## config.mk

```make
export PLATFORM = sky130hd
export DESIGN_NAME = ccd_line_capture
export DESIGN_NICKNAME = d
export VERILOG_FILES = /design/src/rtl/ccd_line_capture.sv
export SDC_FILE = /design/constraint.sdc
export NUM_CORES = 1
export LEC_CHECK = 0
export BUFFER_PORTS_ARGS = -buffer_cell sky130_fd_sc_hd__buf_4
export CAP_MARGIN = 10
export CORE_MARGIN = 2
export CORE_UTILIZATION = 50
export CTS_CLUSTER_DIAMETER = 80
export CTS_CLUSTER_SIZE = 20
export DETAILED_ROUTE_END_ITERATION = 7
export HOLD_SLACK_MARGIN = 0.15
export PLACE_DENSITY = 0.67
export SKIP_CTS_REPAIR_TIMING = 1
export SLEW_MARGIN = 5
export SYNTH_ARGS = -nofsm -noshare
export SYNTH_HDL_FRONTEND = slang
export SYNTH_SLANG_ARGS = --single-unit
```

## constraint.sdc

```tcl
create_clock -name clk -period 3.5 [get_ports clk]
set_input_delay 1.05 -clock clk [delete_from_list [all_inputs] [get_ports clk]]
set_output_delay 1.05 -clock clk [all_outputs]
set_load 0.01 [all_outputs]
```

## src/rtl/ccd_line_capture.sv

```systemverilog
// CCD receive path: tracks line/column position, estimates optical-black per line,
// windows the active area, subtracts black and streams pixels out through a small FIFO.
module ccd_line_capture #(
    parameter int H_START     = 40,
    parameter int H_ACTIVE    = 1360,
    parameter int V_START     = 8,
    parameter int V_ACTIVE    = 1024,
    parameter int OB_LOG2     = 4,
    parameter int SUBTRACT_OB = 1,
    parameter int FIFO_LOG2   = 4
) (
    input  logic        clk,
    input  logic        reset,
    input  logic        frame_start,
    input  logic        hblank,
    input  logic        cob,
    input  logic [15:0] adc_data,
    input  logic        adc_valid,
    output logic [15:0] pix_data,
    output logic        pix_valid,
    input  logic        pix_ready,
    output logic        pix_sol,
    output logic        pix_eof,
    output logic [15:0] ob_level,
    output logic [10:0] line_count,
    output logic        overflow,
    output logic        busy
);

    localparam int DEPTH = 1 << FIFO_LOG2;
    localparam logic [11:0]        COL_FIRST  = 12'(H_START);
    localparam logic [11:0]        COL_LAST   = 12'(H_START + H_ACTIVE - 1);
    localparam logic [10:0]        LINE_FIRST = 11'(V_START);
    localparam logic [10:0]        LINE_LAST  = 11'(V_START + V_ACTIVE - 1);
    localparam logic [OB_LOG2:0]   OB_FULL    = (OB_LOG2 + 1)'(1 << OB_LOG2);
    localparam logic [FIFO_LOG2:0] FIFO_FULL  = (FIFO_LOG2 + 1)'(DEPTH);

    typedef enum logic [1:0] {IDLE, WAIT_LINE, IN_LINE, DONE} state_t;

    state_t             state;
    logic               hblank_q;
    logic               cob_q;
    logic [11:0]        col;
    logic [10:0]        cur_line;
    logic [21:0]        ob_sum;
    logic [OB_LOG2:0]   ob_cnt;

    logic hb_fall, hb_rise, cob_fall, pixel_active;

    assign hb_fall  = hblank_q & ~hblank;
    assign hb_rise  = ~hblank_q & hblank;
    assign cob_fall = cob_q & ~cob;
    assign busy     = (state == WAIT_LINE) || (state == IN_LINE);

    assign pixel_active = (state == IN_LINE) && adc_valid && !cob &&
                          (col >= COL_FIRST) && (col <= COL_LAST) &&
                          (cur_line >= LINE_FIRST) && (cur_line <= LINE_LAST);

    // Line/frame sequencing plus the black-level accumulator, which restarts every line.
    always_ff @(posedge clk) begin
        if (reset) begin
            state      <= IDLE;
            hblank_q   <= 1'b0;
            cob_q      <= 1'b0;
            col        <= 12'd0;
            cur_line   <= 11'd0;
            line_count <= 11'd0;
            ob_sum     <= 22'd0;
            ob_cnt     <= '0;
            ob_level   <= 16'd0;
        end else begin
            hblank_q <= hblank;
            cob_q    <= cob;
            if (frame_start) begin
                line_count <= 11'd0;
                state      <= WAIT_LINE;
            end else begin
                case (state)
                    WAIT_LINE: begin
                        if (hb_fall) begin
                            state      <= IN_LINE;
                            col        <= 12'd0;
                            cur_line   <= line_count;
                            line_count <= line_count + 11'd1;
                            ob_sum     <= 22'd0;
                            ob_cnt     <= '0;
                        end
                    end
                    IN_LINE: begin
                        if (adc_valid && col != 12'hFFF)
                            col <= col + 12'd1;
                        if (adc_valid && cob && ob_cnt != OB_FULL) begin
                            ob_sum <= ob_sum + 22'(adc_data);
                            ob_cnt <= ob_cnt + (OB_LOG2 + 1)'(1);
                        end
                        if (hb_rise)
                            state <= (cur_line == LINE_LAST) ? DONE : WAIT_LINE;
                    end
                    default: ;
                endcase
            end
            // A short clamp window leaves the previous estimate in place.
            if (cob_fall && ob_cnt == OB_FULL)
                ob_level <= 16'(ob_sum >> OB_LOG2);
        end
    end

    logic        s1_valid, s1_sol, s1_eof;
    logic [15:0] s1_data, s1_ob, s2_data;

    always_ff @(posedge clk) begin
        if (reset || frame_start)
            s1_valid <= 1'b0;
        else
            s1_valid <= pixel_active;
    end

    always_ff @(posedge clk) begin
        if (pixel_active) begin
            s1_data <= adc_data;
            s1_ob   <= ob_level;
            s1_sol  <= (col == COL_FIRST);
            s1_eof  <= (col == COL_LAST) && (cur_line == LINE_LAST);
        end
    end

    always_comb begin
        s2_data = s1_data;
        if (SUBTRACT_OB != 0)
            s2_data = (s1_data > s1_ob) ? (s1_data - s1_ob) : 16'd0;
    end

    logic [17:0]          mem [DEPTH];
    logic [FIFO_LOG2-1:0] wr_ptr, rd_ptr;
    logic [FIFO_LOG2:0]   count;
    logic                 fifo_full, rd_en, wr_en;
    logic [17:0]          head;

    assign fifo_full = (count == FIFO_FULL);
    assign pix_valid = (count != '0);
    assign rd_en     = pix_valid && pix_ready;
    // The head slot is read combinationally before this edge, so a full FIFO may write while reading.
    assign wr_en     = s1_valid && (!fifo_full || rd_en);
    assign head      = mem[rd_ptr];
    assign pix_data  = head[15:0];
    assign pix_sol   = pix_valid & head[16];
    assign pix_eof   = pix_valid & head[17];

    always_ff @(posedge clk) begin
        if (wr_en)
            mem[wr_ptr] <= {s1_eof, s1_sol, s2_data};
    end

    always_ff @(posedge clk) begin
        if (reset || frame_start) begin
            wr_ptr   <= '0;
            rd_ptr   <= '0;
            count    <= '0;
            overflow <= 1'b0;
        end else begin
            if (wr_en)
                wr_ptr <= wr_ptr + FIFO_LOG2'(1);
            if (rd_en)
                rd_ptr <= rd_ptr + FIFO_LOG2'(1);
            case ({wr_en, rd_en})
                2'b10:   count <= count + (FIFO_LOG2 + 1)'(1);
                2'b01:   count <= count - (FIFO_LOG2 + 1)'(1);
                default: count <= count;
            endcase
            if (s1_valid && fifo_full && !rd_en)
                overflow <= 1'b1;
        end
    end

endmodule

```

==> results.yml, run 1 <==
logic_synthesis:
  async_reset_ff_share_pct: 0
  synthTopCellsByArea: "edfxtp_1, mux4_2, dfxtp_1, ha_1, nor2_1"
  ys_seq_elements: 420
  synth-main-ff-cell: "edfxtp_1"
  synth_top_area_share_pct: 54.3
  synth_nets: 1261
  synth.cell_area_mm2: 0.0178
  synthCells: 1188
  synth_warnings: 0
  synth.largest_area_cell: "edfxtp_1"
  ys_seq_area_share_pct: 65.3
  ys_types: 68
  avgSynthCellArea_um2: 15.0
  synth_edf_count: 322
floorplan:
  initial_core_util_pct: 50.4
  core-area_mm2: 0.0353
  fp.dieW_um: 193
  num_io_pins: 71
  dieArea_mm2: 0.0371
  num_rows: 69
  die_h_um: 193
detailed_routing:
  wl_met1_mm: 16.1
  finalWirelength_mm: 36.6
  drt_iter0_markers: 757
  vias: 10100
  wl_met3_mm: 1.42
  dr.pass1.iters: 5
  wl_per_cell_um: 20.5
  drc: 0
  ant_nets: 0
  top_layer_used: "met4"
  vias_per_cell: 5.65
  met2_length_mm: 18.3
final_layout:
  design_area_mm2: 0.0201
  diodes: 0
  final_cells: 1780
  drive_gt1_share_pct: 20.3
  syn2layout_area_growth_pct: 13.0
  fillers: 2776
  multi_input_area_mm2: 0.00580
  nNetsFinal: 1373
  regArea_mm2: 0.0116
critical_path:
  crit_fanout: 7
  reg2reg_slack_ps: 590
  criticalPathCategory: "register to primary output"
  required_ps: 2450
  crit-reg2reg-launch: "s1_data[0]$_DFFE_PP_"
  arrival_ps: 2460
  startpoint_type: "register"
  reg2reg_to: "mem[14][13]$_DFFE_PP_"
  worstSetupEndpointType: "primary output"
  r2r_cells: 12
pwr:
  seqPwrFrac_pct: 63.5
  powerDensity_mw_per_mm2: 414
  p_comb_share_pct: 1.4
  p_sw_share_pct: 19.6
  p_switching_mw: 1.63
  ir_worst_vdd_mv: 0.348
  power_frac_clock_pct: 35.1
  p_int_mw: 6.70
  leakagePower_nw: 6.74
placement:
  io_buffers: 70
  dp_cells: 1722
  post-dp-hpwl_mm: 22.9
  place_congestion: 0.816
  pre_cts_ws_ps: 315
  dpl_cell_area_mm2: 0.0192
global_routing:
  grt_use_total_pct: 19.5
  antenna_found_initial: 0
  grt_pass1_wl_mm: 54.9
  grt_max_degree: 52
  grt_overflow: 0
  grt_pass1_vias: 9672
clock_network:
  clkTransAtPathRegs_ps: 80
  insertion_delay_ps: 550
  tritoncts: "done"
  cts_max_path_buffers: 3
  htreeDepth: 1
  cts_root_buffer: "clkbuf_16"
  cts_buffers: 25
  clock-sinks: 420
sta:
  slew_violations: 0
  rsz0062_at_grt: "yes"
  slew_headroom_pct: 53.3
  final_min_period_over_clock_period_pct: 100
  fmax_mhz: 285
  finClkSkew_ps: 20.7
  setup_viol: 1
  layout_setup_ws_ps: -9.84
  finalCriticalPeriod_ps: 3510
  holdWs_ps: 457
  worst_slew_pin_slew_ps: 697
  hold_viol: 0
hold_path:
  hold_class: "register to register"
  min_to: "ob_sum[2]$_SDFFE_PP0P_"
  min_from: "ob_sum[2]$_SDFFE_PP0P_"
  hold-path-cell-count: 2
outcome:
  violations: "negative setup slack"
  status: "finished with violations"
run:
  maxCapViolations: 0
==> cells in the final DEF, fill, tap and decap left out, types with 28 or more instances in the layout <==
cell type and count:
mux4_2 90, xor2_1 29, nor2_1 98, buf_4 106
nand2_1 79, edfxtp_1 322, inv_1 43, nand3_1 35
dfxtp_1 96, a21oi_1 67, clkbuf_16 28, ha_1 47
==> power groups by stage <==
stage          clock network, mW  logic, mW  registers (mW)
2_1_floorplan                  0     0.0741            5.41
3_3_place_gp                   0      0.114            5.41
3_5_place_dp                   0      0.114            5.41
4_1_cts                     3.01      0.115            5.30
5_1_grt                     3.16      0.127            5.30
6_report                    2.92      0.114            5.30
==> layer usage <==
metal	global-route usage (%)	up-vias
met2	33.4	219
li1	-	4744
met3	2.18	47
met5	0	-
met4	4.46	0
met1	26.9	5050
==> metrics by stage <==
step	power [mW]	util, %	setup TNS, ps
floorplan	5.48	-	0
global placement	5.52	54.3	0
detailed placement	5.53	54.3	0
CTS	8.42	56.3	-2440
global route	8.58	57.0	-541
finish	8.33	57.0	-9.84
==> worst max-delay path: stages, from the launching register on <==
cell and delay, ps:
dfxtp_4 370, buf_12 150, buf_6 110, mux4_2 490
mux4_2 500, and2_4 180, buf_6 110
==> synth_stat cells, types with 4 or more instances <==
cell type / n
edfxtp_1: 322
dfxtp_1: 98
nor2_1: 98
mux4_2: 90
nand2_1: 79
a21oi_1: 67
ha_1: 47
inv_1: 43
nand3_1: 35
xor2_1: 29
clkbuf_1: 27
and2_1: 21
xnor2_1: 20
o21ai_0: 18
mux2i_1: 17
buf_2: 15
nand2b_1: 13
nand4_1: 13
nor3_1: 12
a21o_1: 9
o21a_1: 9
o21ai_1: 9
or3_1: 8
a211oi_1: 7
and3_1: 6
nor4_1: 6
nor3b_1: 5
nand3b_1: 4
o31ai_1: 4
==> sequential cells by signal, indices dropped and copies added, names as in the netlist, 5 cells and up, named ones only <==
signal,cells
s1_data,16
col,12
count,5
mem,288
line_count,11
ob_cnt,5
s1_ob,16
ob_sum,20
cur_line,11
ob_level,16
==> final cells by class <==
type                            instances  share of cell area (%)
Inverter                               43                   0.802
Clock buffer                           43                    3.44
Tap cell                              461                    2.87
Sequential cell                       420                    57.8
Multi-Input combinational cell        677                    28.8
Clock inverter                          3                   0.143
Timing Repair Buffer                  133                    6.11
==> kinds of logic (layout without fill, tap and decap cells) <==
family | count (synthesis) | after routing | synth area share, %
xor gates and xnor gates | 49 | 49 | 2.41
DFF | 420 | 420 | 65.3
buffers and inverters | 91 | 222 | 2.13
muxes | 107 | 107 | 12.3
and+or+nand+nor | 322 | 322 | 8.85
AOI/OAI and AO/OA | 149 | 149 | 5.32
adders and majority gates | 50 | 50 | 3.64
==> worst max-delay path by stage <==
stage / from / end / slack, ps / cells after the start
floorplan: register / pix_eof / 580 / 5
global placement: adc_data[0] / ob_sum[14]$_SDFFE_PP0P_ / 330 / 11
detailed placement: adc_data[0] / ob_sum[14]$_SDFFE_PP0P_ / 320 / 11
CTS: register / pix_data[9] / -200 / 4
global route: register / pix_eof / -70 / 6
finish: register / pix_sol / -10 / 6
Power figures use the tool's default switching activity.
==> run 2: changes to the inputs <==
- RECOVER_POWER: not set -> 50
- SKIP_LAST_GASP: not set -> 1
==> run 2 against run 1 <==
The run ends with max-capacitance violations, max-slew violations, negative setup slack left. Wire length grew 0.18%. Die area is the same. Core utilization shrank 0.72 points. Global-route usage is the same. Register-to-register slack is essentially flat. Sequential cell count is the same. Count of clock-buffer cells in the layout is the same. Worst hold slack is essentially flat. Setup slack lost 3.9 ps. Fmax shrank 0.11%. Combinational power shrank 8%. Via count grew 0.44%.
==> results.yml, run 2 (synthesis gave the netlist of run 1 again) <==
sta:
  worst_slew_pin_slew_ps: 2180
  slew_violations: 182
  setup_viol: 3
  hold_viol: 0
  slew_headroom_pct: -45.2
  finClkSkew_ps: 21.5
  final_min_period_over_clock_period_pct: 100
  rsz0062_at_grt: "yes"
  layout_setup_ws_ps: -13.7
  fmax_mhz: 285
  finalCriticalPeriod_ps: 3510
floorplan:
  fp.dieW_um: 193
  num_io_pins: 71
  dieArea_mm2: 0.0371
  die_h_um: 193
  num_rows: 69
  initial_core_util_pct: 50.4
  core-area_mm2: 0.0353
pwr:
  ir_worst_vdd_mv: 0.348
  powerDensity_mw_per_mm2: 419
  leakagePower_nw: 6.47
final_layout:
  diodes: 0
  final_common_cell: "edfxtp_1"
  nNetsFinal: 1373
  regMostFlops: "mem"
  largest_reg_flops: 288
  reg_top3: "mem: 288 flops, ob_sum: 20 flops"
  fillers: 2840
  drive_gt1_share_pct: 15.8
  final_cell_mix: "edfxtp_1, nor2_1, dfxtp_1"
  syn2layout_area_growth_pct: 11.6
  final_cells: 1780
placement:
  dp_cells: 1722
  post-dp-hpwl_mm: 22.9
  io_buffers: 70
  place_congestion: 0.816
  pre_cts_ws_ps: 315
outcome:
  violations: "max-capacitance violations, max-slew violations, negative setup slack"
  status: "finished with violations"
critical_path:
  reg2reg_slack_ps: 580
  crit_fanout: 9
  worstSetupEndpointType: "primary output"
  arrival_ps: 2460
  required_ps: 2450
  startpoint_type: "register"
  criticalPathCategory: "register to primary output"
clock_network:
  insertion_delay_ps: 560
  clkTransAtPathRegs_ps: 80
  tritoncts: "done"
  htreeDepth: 1
  cts_root_buffer: "clkbuf_16"
  clock-sinks: 420
  cts_buffers: 25
  cts_max_path_buffers: 3
global_routing:
  antenna_found_initial: 0
  grt_use_total_pct: 19.5
  grt_max_degree: 52
  grt_overflow: 0
  grt_pass1_vias: 9672
  grt_pass1_wl_mm: 54.9
detailed_routing:
  wl_per_cell_um: 20.6
  vias_per_cell: 5.68
  drt_iter0_markers: 765
  ant_nets: 0
  dr.pass1.iters: 5
  finalWirelength_mm: 36.6
  drc: 0
  vias: 10100
run:
  maxCapViolations: 8
hold_path:
  hold_class: "register to register"
-- run 2: worst max-delay path, stage by stage (launching register included) --
cell and delay [ps]:
dfxtp_4 370, buf_12 150, buf_16 150, mux4_2 530, mux4_2 540, buf_4 170
-- run 2: power by group --
part	switching [mW]	total [mW]	leakage [nW]	internal, mW
clock	1.56	2.93	0.344	1.37
sequential	0.00634	5.30	3.64	5.29
combinational	0.0694	0.105	2.49	0.0360
total	1.64	8.33	6.47	6.69
-- run 2: path summary, 6_finish.rpt --
check / cells after the start / end / from
setup / recovery: 5 / pix_data[7] / register
hold / removal: 2 / ob_sum[2]$_SDFFE_PP0P_ / ob_sum[2]$_SDFFE_PP0P_
setup reg to reg: 12 / mem[14][13]$_DFFE_PP_ / s1_data[0]$_DFFE_PP_
hold reg to reg: 2 / ob_sum[2]$_SDFFE_PP0P_ / ob_sum[2]$_SDFFE_PP0P_
-- run 2: routing by layer --
metal	track usage, %	vias up	share of wire [%]
li1	-	4739	-
met1	26.9	5080	44
met2	33.4	238	50
met3	2.18	47	3.9
met4	4.46	0	1.9
met5	0	-	0
-- run 2: layout make-up --
| cell class | instances | area (µm²) | share of cell area [%] |
|---|---|---|---|
| Clock inverter | 3 | 28.8 | 0.145 |
| Sequential cell | 420 | 11600 | 58.5 |
| Timing Repair Buffer | 133 | 980 | 4.93 |
| Multi-Input combinational cell | 677 | 5800 | 29.2 |
| Tap cell | 461 | 577 | 2.90 |
| Inverter | 43 | 161 | 0.812 |
| Clock buffer | 43 | 693 | 3.49 |
-- run 2: stage by stage --
step | hold WS (ps) | power (mW) | util (%) | area, µm² | TNS (ps)
after floorplan | 436 | 5.48 | - | 17800 | 0
after global placement | 444 | 5.52 | 54.3 | 19200 | 0
after detailed placement | 449 | 5.53 | 54.3 | 19200 | 0
after CTS | 462 | 8.42 | 56.3 | 19900 | -2440
after global routing | 481 | 8.57 | 56.3 | 19900 | -641
final | 457 | 8.33 | 56.3 | 19900 | -23.6
